$ cat src/rtl/bnn_neuron_seq_pkg.sv
// Shared types and constants for the sequential binary neuron.
package bnn_pkg;

  typedef enum logic [1:0] {
    StIdle,
    StAccum,
    StDone
  } state_e;

  localparam int unsigned DefNInputs = 32;
  localparam int unsigned DefLanes   = 8;

  // Bias and accumulator must hold every count from 0 up to N inclusive.
  function automatic int unsigned calc_bias_w(input int unsigned n);
    return $clog2(n + 1);
  endfunction

endpackage

$ cat src/rtl/bnn_neuron_seq_if.sv
// Parameter chain and start/result handshake of one bnn_neuron_seq.
interface bnn_neuron_seq_if #(
  parameter int unsigned N_INPUTS = bnn_pkg::DefNInputs,
  parameter int unsigned BIAS_W   = bnn_pkg::calc_bias_w(N_INPUTS)
);

  logic                setup;
  logic                param_in;
  logic                param_out;
  logic                start;
  logic [N_INPUTS-1:0] inputs;
  logic                busy;
  logic                out_valid;
  logic                axon;
  logic [BIAS_W-1:0]   popcount;

  modport master (
    output setup, param_in, start, inputs,
    input  param_out, busy, out_valid, axon, popcount
  );

  modport slave (
    input  setup, param_in, start, inputs,
    output param_out, busy, out_valid, axon, popcount
  );

endinterface

$ cat src/rtl/bnn_neuron_seq_popcount.sv
// Combinational LANES-bit population count.
module bnn_popcount #(
  parameter int unsigned LANES = 8,
  parameter int unsigned CNT_W = $clog2(LANES + 1)
) (
  input  logic [LANES-1:0] bits_i,
  output logic [CNT_W-1:0] count_o
);

  always_comb begin
    count_o = '0;
    for (int i = 0; i < LANES; i++) begin
      count_o = count_o + CNT_W'(bits_i[i]);
    end
  end

endmodule

$ cat src/rtl/bnn_neuron_seq.sv
// Time-multiplexed binary neuron: popcount of weighted inputs, LANES bits per clock.
// Define XNOR_MODE_EN for XNOR (+/-1) weighting instead of AND.
module bnn_neuron_seq import bnn_pkg::*; #(
  parameter int unsigned N_INPUTS = DefNInputs,
  parameter int unsigned LANES    = DefLanes,
  parameter int unsigned BIAS_W   = calc_bias_w(N_INPUTS)
) (
  input logic             clk,
  input logic             reset,
  bnn_neuron_seq_if.slave bus
);

  localparam int unsigned Chunks = N_INPUTS / LANES;
  localparam int unsigned CntW   = (Chunks > 1) ? $clog2(Chunks) : 1;
  localparam int unsigned PcW    = $clog2(LANES + 1);
  localparam int unsigned ChainW = N_INPUTS + BIAS_W;
  localparam logic [CntW-1:0] LastChunk = CntW'(Chunks - 1);

  state_e state_q, state_d;

  // {bias, weights}: one shift register so the chain shifts toward the bias MSB.
  logic [ChainW-1:0]   chain_q;
  logic [N_INPUTS-1:0] in_q;
  logic [CntW-1:0]     cnt_q;
  logic [BIAS_W-1:0]   acc_q;
  logic [BIAS_W-1:0]   pc_q;
  logic                axon_q;
  logic                valid_q;

  logic [N_INPUTS-1:0] weights;
  logic [BIAS_W-1:0]   bias;
  logic [LANES-1:0]    w_chunk;
  logic [LANES-1:0]    x_chunk;
  logic [LANES-1:0]    lane_bits;
  logic [PcW-1:0]      chunk_cnt;
  logic                shift_en;
  logic                start_acc;

  assign weights = chain_q[N_INPUTS-1:0];
  assign bias    = chain_q[ChainW-1 -: BIAS_W];
  assign w_chunk = weights[cnt_q*LANES +: LANES];
  assign x_chunk = in_q[cnt_q*LANES +: LANES];

`ifdef XNOR_MODE_EN
  assign lane_bits = ~(w_chunk ^ x_chunk);
`else
  assign lane_bits = w_chunk & x_chunk;
`endif

  bnn_popcount #(
    .LANES (LANES),
    .CNT_W (PcW)
  ) u_popcount (
    .bits_i  (lane_bits),
    .count_o (chunk_cnt)
  );

  // Setup takes priority over start; both are only honoured in idle.
  always_comb begin
    shift_en  = (state_q == StIdle) && bus.setup;
    start_acc = (state_q == StIdle) && bus.start && !bus.setup;
  end

  always_ff @(posedge clk) begin
    if (reset) begin
      state_q <= StIdle;
    end else begin
      state_q <= state_d;
    end
  end

  always_comb begin
    state_d = state_q;
    unique case (state_q)
      StIdle:  if (start_acc) state_d = StAccum;
      StAccum: if (cnt_q == LastChunk) state_d = StDone;
      StDone:  state_d = StIdle;
      default: state_d = StIdle;
    endcase
  end

  always_comb begin
    bus.busy      = (state_q != StIdle);
    bus.param_out = chain_q[ChainW-1];
    bus.out_valid = valid_q;
    bus.axon      = axon_q;
    bus.popcount  = pc_q;
  end

  always_ff @(posedge clk) begin
    if (reset) begin
      chain_q <= '0;
      in_q    <= '0;
      cnt_q   <= '0;
      acc_q   <= '0;
      pc_q    <= '0;
      axon_q  <= 1'b0;
      valid_q <= 1'b0;
    end else begin
      valid_q <= (state_q == StDone);
      if (shift_en) begin
        chain_q <= {chain_q[ChainW-2:0], bus.param_in};
      end
      if (start_acc) begin
        in_q  <= bus.inputs;
        cnt_q <= '0;
        acc_q <= '0;
      end
      if (state_q == StAccum) begin
        acc_q <= acc_q + BIAS_W'(chunk_cnt);
        if (cnt_q != LastChunk) begin
          cnt_q <= cnt_q + 1'b1;
        end
      end
      if (state_q == StDone) begin
        axon_q <= (acc_q > bias);
        pc_q   <= acc_q;
      end
    end
  end

endmodule

$ cat src/flat_wrapper.sv
// flat-port wrapper written by rule: the top's interface ports become plain ports
module bnn_neuron_seq_flat import bnn_pkg::*;
#(
  parameter int unsigned N_INPUTS = DefNInputs,
  parameter int unsigned LANES    = DefLanes,
  parameter int unsigned BIAS_W   = calc_bias_w(N_INPUTS)
)
  (clk, reset, bus_setup, bus_param_in, bus_start, bus_inputs, bus_param_out, bus_busy, bus_out_valid, bus_axon, bus_popcount);
  bnn_neuron_seq_if #(.N_INPUTS(N_INPUTS), .BIAS_W(BIAS_W)) bus_i ();
  input logic clk;
  input logic reset;
  input wire logic [$bits(bus_i.setup)-1:0] bus_setup;
  input wire logic [$bits(bus_i.param_in)-1:0] bus_param_in;
  input wire logic [$bits(bus_i.start)-1:0] bus_start;
  input wire logic [$bits(bus_i.inputs)-1:0] bus_inputs;
  output wire logic [$bits(bus_i.param_out)-1:0] bus_param_out;
  output wire logic [$bits(bus_i.busy)-1:0] bus_busy;
  output wire logic [$bits(bus_i.out_valid)-1:0] bus_out_valid;
  output wire logic [$bits(bus_i.axon)-1:0] bus_axon;
  output wire logic [$bits(bus_i.popcount)-1:0] bus_popcount;
  assign bus_i.setup = bus_setup;
  assign bus_i.param_in = bus_param_in;
  assign bus_i.start = bus_start;
  assign bus_i.inputs = bus_inputs;
  assign bus_param_out = bus_i.param_out;
  assign bus_busy = bus_i.busy;
  assign bus_out_valid = bus_i.out_valid;
  assign bus_axon = bus_i.axon;
  assign bus_popcount = bus_i.popcount;
  bnn_neuron_seq #(.N_INPUTS(N_INPUTS), .LANES(LANES), .BIAS_W(BIAS_W)) u_core (.clk(clk), .reset(reset), .bus(bus_i));
endmodule
$ cat config.mk
export PLATFORM = sky130hd
export DESIGN_NAME = bnn_neuron_seq_flat
export DESIGN_NICKNAME = d
export VERILOG_FILES = /design/src/rtl/bnn_neuron_seq_pkg.sv /design/src/rtl/bnn_neuron_seq_if.sv /design/src/rtl/bnn_neuron_seq_popcount.sv /design/src/rtl/bnn_neuron_seq.sv /design/src/flat_wrapper.sv
export SDC_FILE = /design/constraint.sdc
export NUM_CORES = 1
export LEC_CHECK = 0
export CAP_MARGIN = 25
export CORE_ASPECT_RATIO = 1.4
export CORE_MARGIN = 2
export CORE_UTILIZATION = 56
export CTS_CLUSTER_SIZE = 10
export DETAILED_ROUTE_END_ITERATION = 6
export DONT_BUFFER_PORTS = 1
export HOLD_SLACK_MARGIN = 0.05
export PLACE_DENSITY = 0.74
export REMOVE_ABC_BUFFERS = 1
export SYNTH_ARGS = -nofsm -noshare
export SYNTH_HDL_FRONTEND = slang
export SYNTH_SLANG_ARGS = --single-unit
$ cat constraint.sdc
create_clock -name clk -period 4.3 [get_ports clk]
set_input_delay 0.86 -clock clk [delete_from_list [all_inputs] [get_ports clk]]
set_output_delay 0.86 -clock clk [all_outputs]
set_load 0.02 [all_outputs]
After elaboration in Yosys (flattened, before gate mapping):

Index checks and enable logic that the tools add are counted.
Widths: inputs -> output; s select.

* bits in registers: 88
* input port bits: 37
* logic and storage cells: 43
* output and inout port bits: 10

* bitwise logic cells: 1
* magnitude comparators: 1
* mux-type cells: 8
* $add $sub $neg: 9
* shift-type cells: 2
* reduce and logical (&&, ||, !) cells: 8
* equal/unequal tests: 6

Operator list (number)
* $shiftx 32x6->8: 2
* $add 4x1->4: 4
* $mux 6: 2
* $mux 2: 5
* $and 8x8->8: 1
* $add 6x4->6: 1
* $gt 6x6->1: 1
* $add 3x1->4: 1
* $eq 2x2->1 const B: 2
* $ne 2x1->1 const B: 2
* $pmux 2 s2: 1
* $reduce_bool 2->1: 2
* $add 2x1->3: 1
* $logic_and 1x1->1: 3
* $add 1x1->2: 1
* $add 2x1->2 const B: 1
* $eq 2x1->1 const B: 1
* $logic_not 2->1: 1
* $ne 2x2->1 const B: 1
* $reduce_and 2->1: 1
* $logic_not 1->1: 1

Logic depth before layout (Yosys ltp):

* word-level depth: 11
* depth in mapped cells: 16
* gate-level depth less buffers: 14

Cells and area by module:

A second synthesis with hierarchy kept.

* cell total of the unflattened synthesis: 508
* area total of the unflattened synthesis: 3875.0 um^2

By module, submodules not included
* bnn_neuron_seq: cells an instance 484, seq. area each 1761.7 um^2, area each 3684.8 um^2, times used 1
* bnn_popcount: cells an instance 24, seq. area each 0.0 um^2, area each 190.2 um^2, times used 1

Least setup slack after synthesis:

No wires, ideal clock.

* path type: flip-flop to flip-flop
* start: register u_core.cnt_q[0]
* end: register u_core.acc_q[4]
* library setup time: 0.121 ns
* arrival time: 4.020 ns
* buffers on the path: 2
* period minus slack after synthesis: 4.141 ns
* path slack: 0.159 ns
* required time: 4.179 ns
* stages on the path, launching flop included: 17
* path through: dfxtp_1 clkbuf_1 clkbuf_1 nand3_1 o211ai_1 o21ai_0 fa_1 fa_1 inv_1 fa_1 fa_1 inv_1 fa_1 nor2b_1 o21ai_0 a21oi_1 mux2_2

* cells in the longest elaborated chain, start to end: 11
* elaborated cells on any way between the ends: 12
* those cells by class: 8 x add/sub; 2 x shift; 1 x mux; 1 x bitwise

Ends and longest elaborated chain
* from (decl): line bnn_neuron_seq.sv:24 `logic [CntW-1:0] cnt_q;`
* from (signal assigned): line bnn_neuron_seq.sv:112 `cnt_q <= cnt_q + 1'b1;`
* $shiftx 32x6->8 (on tied branches): line bnn_neuron_seq.sv:41, bnn_neuron_seq.sv:42
* $and 8x8->8 *: line bnn_neuron_seq.sv:47 `assign lane_bits = w_chunk & x_chunk;`
* $add 1x1->2: line bnn_neuron_seq_popcount.sv:13 `count_o = count_o + CNT_W'(bits_i[i]);`
* $add 2x1->3: line bnn_neuron_seq_popcount.sv:13
* $add 3x1->4: line bnn_neuron_seq_popcount.sv:13
* $add 4x1->4 (3 in a row): line bnn_neuron_seq_popcount.sv:13
* $add 4x1->4 *: line bnn_neuron_seq_popcount.sv:13
* $add 6x4->6 *: line bnn_neuron_seq.sv:110 `acc_q <= acc_q + BIAS_W'(chunk_cnt);`
* $mux 6 *: line bnn_neuron_seq.sv:109 `if (state_q == StAccum) begin`
* to (signal assigned): line bnn_neuron_seq.sv:110
* to (decl): line bnn_neuron_seq.sv:25 `logic [BIAS_W-1:0] acc_q;`

Mark *: on every way between the ends. The rest lies on a longest branch, timed or not.
A chain may end at the register's enable or synchronous reset.

Worst setup path after layout:

Same ends and word-level chain as after synthesis.

==> impl_metrics.ini <==
[clocking]
clk_latency_ns = 0.35
numCtsBuffers = 9
clk_pin_slew_worst_paths_ns = 0.08
cts_setup_buffers = 0
cts.path.max_buffers = 2
clockRootBuffer = clkbuf_8
cts_num_sinks = 88
cts_tree = done
htreeDepth = 3

[placement]
gp_congestion = 0.813
post-place-cells = 564
dpl.hpwl_um = 5560
dpl-instance-area_mm2 = 0.00384
numPortBuffers = 0

[layout]
design_area_mm2 = 0.00404
nets = 539
multi_input_area_mm2 = 0.00185
area_growth_pct = 5.18
fillers = 604
layout.cells.non_filler = 581
antennaDiodeCount = 0
seq_area_mm2 = 0.00177
drive_above_1_share = 0.0532

[synth]
syn_inst = 498
synth_cell_types = 34
yosysTopAreaCell = dfxtp_1
syn_area_mm2 = 0.00384
ys_top_cells_by_area = dfxtp_1 (46%), nand2_1 (17%), a21oi_1 (11%)
yosysTopAreaCellShare = 0.459
yosys_warnings = 0
avgSynthCellArea_um2 = 7.71
synth_edf_count = 0
synth_most_common_cell = nand2_1
synthArstFlopShare = 0
ys_top_cells_by_count = nand2_1 (175), a21oi_1 (88), dfxtp_1 (88), clkbuf_1 (19), nor2_1 (18)
ys_seq_elements = 88
synthFlopType = dfxtp_1
seq_area_frac_synth = 0.459

[sta]
clock_skew_ns = 0.00718
rsz0062_at_grt = no
max_freq_mhz = 252
min_period_over_period = 0.922
finalHoldViolCount = 0
tightest_slew_ns = 0.893
setup-tns-final_ns = 0
min_period_ns = 3.97
hold_ws_ns = 0.459
drv_slew = 0
setup_viol = 0
slew_headroom = 0.402

[drt]
firstDrtPassIters = 4
wire_per_inst_um = 14.0
wl_um = 8130
postRouteAntennaNets = 0
drc = 0
drtIter0Drc = 198
viasPerCell = 5.46
vias = 3170

[critical_path]
path_depth = 14
slowest_delay_ns = 0.57
critPathCaptureType = register
cp_top_family = adder cells
critPathLaunchType = register
regToRegSetupSlack_ns = 0.33
cp.arrival_ns = 4.22
cp.required_ns = 4.55
startpoint = u_core.cnt_q[0]
slowest_stage = fa_1
path_cells = buf_4 > o211ai_1 > o21ai_1 > fa_1 > fa_1 > inv_1 > fa_1 > fa_1 > inv_1 > fa_1 > nor2b_1 > o21ai_0 > a21oi_1 > mux2_2
reg2reg_to = u_core.acc_q[4]
critPathKind = reg -> reg
timing.rr.start = u_core.cnt_q[0]
ff2ff_path_depth = 14
cp_common_cell = fa_1
critPathBufInv = 3
critical_path.endpoint = u_core.acc_q[4]
crit_fanout = 17

[power]
p_leak_nw = 1.41
peakVddDrop_mv = 0.266
power.total_mw = 1.43
p_per_area_mw_per_mm2 = 354

[min_path]
worstHoldPathType = reg -> reg
min_from = u_core.in_q[20]

[die]
die_y_um = 102
initial_utilization = 0.581
core-area_mm2 = 0.00661
num_rows = 35
dieWidth_um = 74.0
num_io_pins = 47
die_area_mm2 = 0.00754

[global_route]
antenna_found_initial = 0
grt_pass1_vias = 2865
grt_overflow_total = 0
grt_start_max_net_pins = 91
grt_pass1_wl_um = 12900
grtUsageTotal = 0.223

[flow_run]
cap_violations = 0

[status]
status = complete, no violations
==> sequential cells by signal (all words and copies together), names as in the netlist <==
| signal | flops |
|---|---|
| u_core.acc_q | 6 |
| u_core.bus.axon | 1 |
| u_core.bus.out_valid | 1 |
| u_core.bus.popcount | 6 |
| u_core.chain_q | 38 |
| u_core.cnt_q | 2 |
| u_core.in_q | 32 |
| u_core.state_q | 2 |
==> how the worst min path moves through the flow <==
stage                          to  slack, ns  cells after the start
3_3_place_gp      u_core.in_q[20]       0.44                      2
3_5_place_dp       u_core.in_q[5]       0.45                      2
5_1_grt        u_core.chain_q[11]       0.47                      2
6_report          u_core.in_q[20]       0.46                      2
4_1_cts           u_core.in_q[20]       0.46                      2
2_1_floorplan     u_core.in_q[26]       0.43                      2
==> per-stage QoR <==
step	setup slack (ns)	util
after floorplan	0.0479	-
after global placement	0.254	0.581
after detailed placement	0.113	0.581
after CTS	0.0724	0.606
after global routing	0.0378	0.611
final	0.333	0.611
==> per-layer routing <==
metal  up-vias  wire length, µm  GRT usage
li1       1616                -          -
met1      1481             3410      0.270
met2        63             4290      0.387
met3        10              273     0.0414
met4         0              159     0.0867
met5         -                0          0
==> worst min-delay path: cells and delay by family (launching register included) <==
family	cells	cell delay (ns)
AOI/OAI and AO/OA	1	0.05
DFF	1	0.32
and+or+nand+nor	1	0.05
==> report_power, final <==
group	total, mW	internal (mW)	leakage (nW)	switching (mW)
Clock	0.500	0.225	0.0834	0.275
Combinational	0.0852	0.0291	0.618	0.0562
Sequential	0.846	0.831	0.713	0.0146
==> kinds of logic (layout without fill, tap and decap cells) <==
logic type,Yosys count,in the layout,synth area share
mux,1,1,0.00293
buf+inv,49,40,0.0590
simple gates,223,223,0.244
compound gates,119,119,0.167
flops,88,88,0.459
fa+ha+maj,18,18,0.0684
==> placed cells by master, fill, tap and decap left out, types with 7 or more instances in the layout <==
cell / instances
nand3_1: 11
o21ai_0: 11
clkbuf_8: 10
a21oi_1: 88
ha_1: 13
buf_4: 7
inv_1: 16
nand2_1: 175
dfxtp_1: 87
nor2_1: 18
==> final cells by class <==
type / instances / share of cell area
multi-input combinational: 361 / 0.458
sequential: 88 / 0.437
clock buffer: 13 / 0.0369
tap: 92 / 0.0285
timing repair buffer: 8 / 0.0198
inverter: 16 / 0.0149
clock inverter: 3 / 0.00434
==> repair_timing <==
item | CTS | global route
hold endpoints to repair | 0 | 0
setup endpoints to repair | 0 | 1
resized for setup | 0 | 3
hold buffers | 0 | 0
(Power assumes the default switching activity.)
